`src/rtl/btn_db_repeat.sv`:
```
// Pushbutton conditioner: 2-FF synchronizer, debounce FSM, press/release ticks and long-press auto-repeat.
// Define BTN_REPEAT_EN to build the hold/repeat logic (REPEAT state, hcnt, rpt_tick, long_press).
module btn_db_repeat #(
  parameter int DB_CNT   = 2_000_000,
  parameter int HOLD_CNT = 50_000_000,
  parameter int RPT_CNT  = 10_000_000
) (
  input  logic clk,
  input  logic reset,
  input  logic sw,
  output logic db_level,
  output logic rise_tick,
  output logic fall_tick,
  output logic rpt_tick,
  output logic long_press
);

  localparam int DW = (DB_CNT > 1) ? $clog2(DB_CNT) : 1;
  localparam logic [DW-1:0] D_LAST = DW'(DB_CNT - 1);

  if (DB_CNT < 1 || HOLD_CNT < 1 || RPT_CNT < 1) begin : g_param_chk
    $error("btn_db_repeat: DB_CNT, HOLD_CNT and RPT_CNT must be >= 1");
  end

  typedef enum logic [2:0] {IDLE, WAIT1, PRESSED, REPEAT, WAIT0} state_t;

  state_t          state, state_nxt;
  logic [DW-1:0]   dcnt, dcnt_nxt;
  logic            sw_p0, sw_s;
  logic            db_nxt, rise_nxt, fall_nxt;

`ifdef BTN_REPEAT_EN
  localparam int HMAX = (HOLD_CNT > RPT_CNT) ? HOLD_CNT : RPT_CNT;
  localparam int HW   = (HMAX > 1) ? $clog2(HMAX) : 1;
  localparam logic [HW-1:0] H_LAST = HW'(HOLD_CNT - 1);
  localparam logic [HW-1:0] R_LAST = HW'(RPT_CNT - 1);

  logic [HW-1:0]   hcnt, hcnt_nxt;
  logic            rpt_nxt, lp_nxt;
`else
  assign rpt_tick   = 1'b0;
  assign long_press = 1'b0;
`endif

  // Stage p0/p1: two-flop synchronizer; only sw_s reaches the FSM
  always_ff @(posedge clk or posedge reset) begin
    if (reset) begin
      sw_p0 <= 1'b0;
      sw_s  <= 1'b0;
    end else begin
      sw_p0 <= sw;
      sw_s  <= sw_p0;
    end
  end

  always_comb begin
    state_nxt = state;
    dcnt_nxt  = dcnt;
    rise_nxt  = 1'b0;
    fall_nxt  = 1'b0;
`ifdef BTN_REPEAT_EN
    hcnt_nxt  = hcnt;
    rpt_nxt   = 1'b0;
    lp_nxt    = long_press;
`endif
    case (state)
      IDLE: begin
        if (sw_s) begin
          state_nxt = WAIT1;
          dcnt_nxt  = '0;
        end
      end
      WAIT1: begin
        if (!sw_s) begin
          state_nxt = IDLE;
        end else if (dcnt == D_LAST) begin
          state_nxt = PRESSED;
          rise_nxt  = 1'b1;
`ifdef BTN_REPEAT_EN
          hcnt_nxt  = '0;
`endif
        end else begin
          dcnt_nxt = dcnt + 1'b1;
        end
      end
      PRESSED: begin
        // Release beats a coinciding hold terminal count; hcnt stays frozen across WAIT0
        if (!sw_s) begin
          state_nxt = WAIT0;
          dcnt_nxt  = '0;
        end
`ifdef BTN_REPEAT_EN
        else if (hcnt == H_LAST) begin
          state_nxt = REPEAT;
          hcnt_nxt  = '0;
          lp_nxt    = 1'b1;
          rpt_nxt   = 1'b1;
        end else begin
          hcnt_nxt = hcnt + 1'b1;
        end
`endif
      end
`ifdef BTN_REPEAT_EN
      REPEAT: begin
        if (!sw_s) begin
          state_nxt = WAIT0;
          dcnt_nxt  = '0;
        end else if (hcnt == R_LAST) begin
          hcnt_nxt = '0;
          rpt_nxt  = 1'b1;
        end else begin
          hcnt_nxt = hcnt + 1'b1;
        end
      end
`endif
      WAIT0: begin
        if (sw_s) begin
`ifdef BTN_REPEAT_EN
          // long_press doubles as the record of which hold state was left
          state_nxt = long_press ? REPEAT : PRESSED;
`else
          state_nxt = PRESSED;
`endif
        end else if (dcnt == D_LAST) begin
          state_nxt = IDLE;
          fall_nxt  = 1'b1;
`ifdef BTN_REPEAT_EN
          lp_nxt    = 1'b0;
`endif
        end else begin
          dcnt_nxt = dcnt + 1'b1;
        end
      end
      default: state_nxt = IDLE;
    endcase
    db_nxt = (state_nxt == PRESSED) || (state_nxt == REPEAT) || (state_nxt == WAIT0);
  end

  // Stage p2: FSM state, counters and registered outputs
  always_ff @(posedge clk or posedge reset) begin
    if (reset) begin
      state      <= IDLE;
      dcnt       <= '0;
      db_level   <= 1'b0;
      rise_tick  <= 1'b0;
      fall_tick  <= 1'b0;
`ifdef BTN_REPEAT_EN
      hcnt       <= '0;
      rpt_tick   <= 1'b0;
      long_press <= 1'b0;
`endif
    end else begin
      state      <= state_nxt;
      dcnt       <= dcnt_nxt;
      db_level   <= db_nxt;
      rise_tick  <= rise_nxt;
      fall_tick  <= fall_nxt;
`ifdef BTN_REPEAT_EN
      hcnt       <= hcnt_nxt;
      rpt_tick   <= rpt_nxt;
      long_press <= lp_nxt;
`endif
    end
  end

endmodule

```
`config.mk`:
```
export PLATFORM = sky130hd
export DESIGN_NAME = btn_db_repeat
export DESIGN_NICKNAME = d
export VERILOG_FILES = /design/src/rtl/btn_db_repeat.sv
export SDC_FILE = /design/constraint.sdc
export NUM_CORES = 1
export LEC_CHECK = 0
export BUFFER_PORTS_ARGS = -buffer_cell sky130_fd_sc_hd__buf_2
export CAP_MARGIN = 20
export CORE_MARGIN = 4
export CORE_UTILIZATION = 50
export DETAILED_ROUTE_END_ITERATION = 10
export PLACE_DENSITY = 0.67
export SYNTH_ARGS = -nofsm -noshare
export SYNTH_HDL_FRONTEND = slang
export SYNTH_SLANG_ARGS = --single-unit
```
`constraint.sdc`:
```
create_clock -name clk -period 4.2 [get_ports clk]
set_input_delay 0.21 -clock clk [delete_from_list [all_inputs] [get_ports clk]]
set_output_delay 0.21 -clock clk [all_outputs]
set_load 0.005 [all_outputs]
```
* After elaboration in Yosys (flattened, before gate mapping) *
Index checks and enable logic that the tools add are counted.

storage, ports and cells
  input port bits = 3
  flip-flop bits (word level) = 29
  word-level logic and storage cells = 42

cells by class
  reductions and logical operators = 5
  muxes and demuxes = 18
  eq/ne operators = 11
  add/subtract/negate cells = 1

operators by type and width
  cell                                                                   number
  21-bit 2-to-1 mux                                                      5
  21-bit case mux with 4 select lines                                    1
  21-bit by 1-bit adder with 21-bit output, second input constant        1
  21-bit equality test, second input constant                            1
  3-bit 2-to-1 mux                                                       6
  3-bit case mux with 4 select lines                                     1
  3-bit by 2-bit equality test with 1-bit output, second input constant  3
  2-bit != test, second input constant                                   4
  3-bit equality test, second input constant                             2
  1-bit 2-to-1 mux                                                       5
  5-bit AND reduction                                                    1
  4-bit nonzero test                                                     1
  3-bit by 1-bit equality test with 1-bit output, second input constant  1
  3-bit zero test                                                        1
  1-bit logical OR                                                       2

* Longest topological paths before layout *
  word-level depth = 7
  mapped depth = 8
  depth with buffers taken out = 6

* Worst setup path after synthesis *
Ideal clock, no wire load.

  path type = reg-to-reg
  from = register dcnt[13]
  to = register dcnt[0]
  setup time = 0.125 ns
  clock period less this slack = 1.950 ns
  buffers on the path = 1
  stages on the path, launching flop included = 7
  arrival time = 1.825 ns
  setup slack = 2.250 ns
  cell sequence = dfrtp_1 -> or4b_4 -> nor4_4 -> and2_1 -> buf_4 -> nor3b_1 -> mux2_2

between the ends
  word-level cells in the longest chain between the ends = 4
  elaborated cells between the ends (all ways) = 5

RTL lines
  item                                         RTL line  RTL
  start, declared                              28        logic [DW-1:0] dcnt, dcnt_nxt;
  start signal, assigned                       154       dcnt <= dcnt_nxt;
  21-bit equality test *                       76, 124
  21-bit 2-to-1 mux *                          --
  21-bit 2-to-1 mux, on equally long branches  --
  21-bit case mux with 4 select lines *        --

Mark *: on every way between the ends. The rest lies on a longest branch, timed or not. The select of a mux whose other input is x is not followed.
A chain may end at the register's enable or synchronous reset.

* Final worst setup path *
  from = register state[1]
  to = register dcnt[7]

between the ends
  word-level cells in the longest chain between the ends = 3
  elaborated cells between the ends (all ways) = 11

RTL lines
  item                                                                         RTL line  RTL
  start, declared                                                              27        state_t state, state_nxt;
  start signal, assigned                                                       153       state <= state_nxt;
  3-bit equality test, or another cell as far along                            66        case (state)
  4-bit nonzero test (no source line) / 2-bit != test (equally long branches)  --
  5-bit AND reduction (no source line)                                         --

Several ways; a longest one is shown, not always the timed one.

==> results.tsv <==
metric	value	unit
run status	finished, final reports clean	
via count	1150	
hold crit path type	reg2reg	
Slew HR	54.0	%
clock root cell	clkbuf_4	
CTS HTree Levels	2	
CTS Buf Count	5	
Critical Path Start Type	flip-flop	
clk_skew	9.88	ps
Post-Route WL	2860	um
final worst path period share	55.0	%
post-placement cell count	199	
Max Root-Sink Buffers	2	
CTS resizes	0	
FF+latch count, synth	29	
# IOs	8	
unrepaired setup endpoints after global routing	no	
Final ANT Viol Nets	0	
maximum VDD drop	0.000201	V
Warnings, synthesis	0	
initial core utilization	51.7	%
Setup CP Type	reg2reg	
filler instances	271	
met3 WL post-DR	90	um
Core Box Area	0.00303	mm^2
met2 WL	1200	um
row cnt	20	
Die W	64.0	um
largest net degree at the start of global routing	30	
final core utilization	56.0	%
final setup fails	0	
GP Congestion	0.820	
Tightest Pin Transition	690	ps
Worst Path Max Fanout	20	
required time worst endpoint	4450	ps
TNS Setup	0	ps
Die Height	64.0	um
CP Capture Type	flip-flop	
Max Used Layer	met4	
total of max-cap violations	0	
initial DRC count	53	
maximum clock rate	433	MHz
nets	170	
DR vias/cell	5.48	
die area	0.00409	mm^2
Power Total	0.000491	W
Slew Viols, Final	0	
CTS tree	yes	
Post-Layout Cell Count	210	
top cell type's share of synthesized area	46.3	%
area leader, netlist	dfrtp_1	
Leak	0.680	nW
drt drc	0	
initial antenna violation count	0	
wl on met1	1500	um
first-pass GRT wire length	4910	um
IO Port Bufs	5	
Cell Area, Placed	0.00159	mm^2
Hold Fails Final Rpt	0	
gr usage total	15.7	%
Post-Syn Instances	159	
clk sinks	29	
clk_lat worst skew	330	ps
sequential area share after synthesis	46.3	%
unique cell type count in the Yosys netlist	42	
vias in the first global route	1042	
Tmin final	2310	ps
WL/cell	13.6	um
clock-pin slew on the worst setup and hold paths	80	ps
post-DP HPWL	1930	um
Layout area overhead	8.23	%
fin area	0.00170	mm^2
PwrDens	290	mW/mm^2
Avg Synthesized Cell Area	9.85	um^2
CP arrival	2560	ps
share of layout cells above drive strength 1	13.9	%
top post-synthesis cells by area	dfrtp_1 46%, xnor2_1 6.7%, nor2_1 3.6%	
Antenna diodes	0	
GRT overflow	0	
Post-Syn Area	0.00157	mm^2
1st-pass router iterations	4	
[power breakdown]
part / switching (W) / leakage, nW / internal (W)
Clock: 0.0000909 / 0.0314 / 0.0000789
Combinational: 0.0000184 / 0.253 / 0.0000126
Sequential: 0.00000660 / 0.396 / 0.000284
[critical path, cell delays in order (launching register included)]
cell and delay [ps]:
dfrtp_1 510, or3b_4 450, o31a_1 320, a31o_4 340, or4_1 470, a21oi_1 150
[metal layers]
metal | vias up | GRT usage [%]
li1 | 582 | -
met1 | 549 | 21.5
met2 | 14 | 21.3
met3 | 5 | 5.45
met4 | 0 | 8.63
met5 | - | 0
[cells in the final DEF (no fill, tap or decap), types with 2 or more instances in the layout]
cell type	count
or3_1	8
a31oi_1	2
o21ai_0	8
dfrtp_1	29
dlygate4sd3_1	2
buf_2	5
clkbuf_4	5
nand2b_1	3
inv_1	2
nand2_1	9
nor3_1	6
nand3_1	6
or3b_2	2
xnor2_1	12
conb_1	2
and2_1	2
a21oi_1	10
nor3b_1	3
nor2_1	15
and4_1	4
nor4b_1	2
nand4_1	4
[what timing repair did]
item | CTS | global route
buffers inserted | 0 | 0
endpoints found under the hold margin | 1 | 13
hold buffers | 1 | 1
setup endpoints to repair | 0 | 0
[cell type report]
class | count | area (um^2) | area share [%]
clock buffers | 7 | 55.1 | 3.25
inverters | 2 | 7.51 | 0.443
multi-input cells | 119 | 781 | 46.1
flip-flops and latches | 29 | 726 | 42.8
well taps | 44 | 55.1 | 3.25
repair buffers | 9 | 71.3 | 4.21
[synthesized netlist by cell type (all sizes together)]
cell type   n
dfrtp      29
nor4        2
or4         1
and2        2
o31ai       1
a22o        1
nand2b      3
xnor2      12
a31o        1
ha          1
nor3b       3
a211oi      1
conb        1
nand2       9
or3b        3
mux2i       1
mux2        1
a21oi      10
nor2b       1
o21ai       8
inv         2
or4b        2
and3        1
a31oi       2
buf         9
or3         8
nand3       6
nor4b       3
nand3b      1
o31a        1
nor2       15
and4        4
clkbuf      1
nor3        7
or2         1
nand4bb     1
nand4       4
[through the flow]
step	hold slack [ps]	setup slack, ps
3_3_place_gp	319	1980
4_1_cts	156	1900
3_5_place_dp	321	1920
2_1_floorplan	241	2250
5_1_grt	373	1770
6_report	360	1890
[worst paths after layout]
path	cells past startpoint	end	from	slack (ps)
hold reg to reg	0	sw_s$_DFF_PP0_	sw_p0$_DFF_PP0_	360
min in group asynchronous	3	dcnt[9]$_DFFE_PP0P_	reset	470
setup reg to reg	5	dcnt[7]$_DFFE_PP0P_	state[1]$_DFF_PP0_	1890
max in group asynchronous	4	dcnt[15]$_DFFE_PP0P_	reset	3230
hold / removal	0	sw_s$_DFF_PP0_	sw_p0$_DFF_PP0_	360
setup / recovery	5	dcnt[7]$_DFFE_PP0P_	state[1]$_DFF_PP0_	1890
[cells by family after synthesis]
group / count (synthesis) / share of synthesized area (%)
simple gates: 77 / 30.4
flops: 29 / 46.3
compound gates: 25 / 9.75
fa+ha+maj: 1 / 0.799
buf+inv: 12 / 4.39
other cells: 1 / 0.239
mux: 2 / 1.36
xor+xnor: 12 / 6.71
[registers in the layout, indices dropped and copies added (netlist names)]
register and count:
db_level 1, dcnt 21, fall_tick 1, rise_tick 1, state 3, sw_p0 1, sw_s 1
Power figures use the tool's default switching activity.
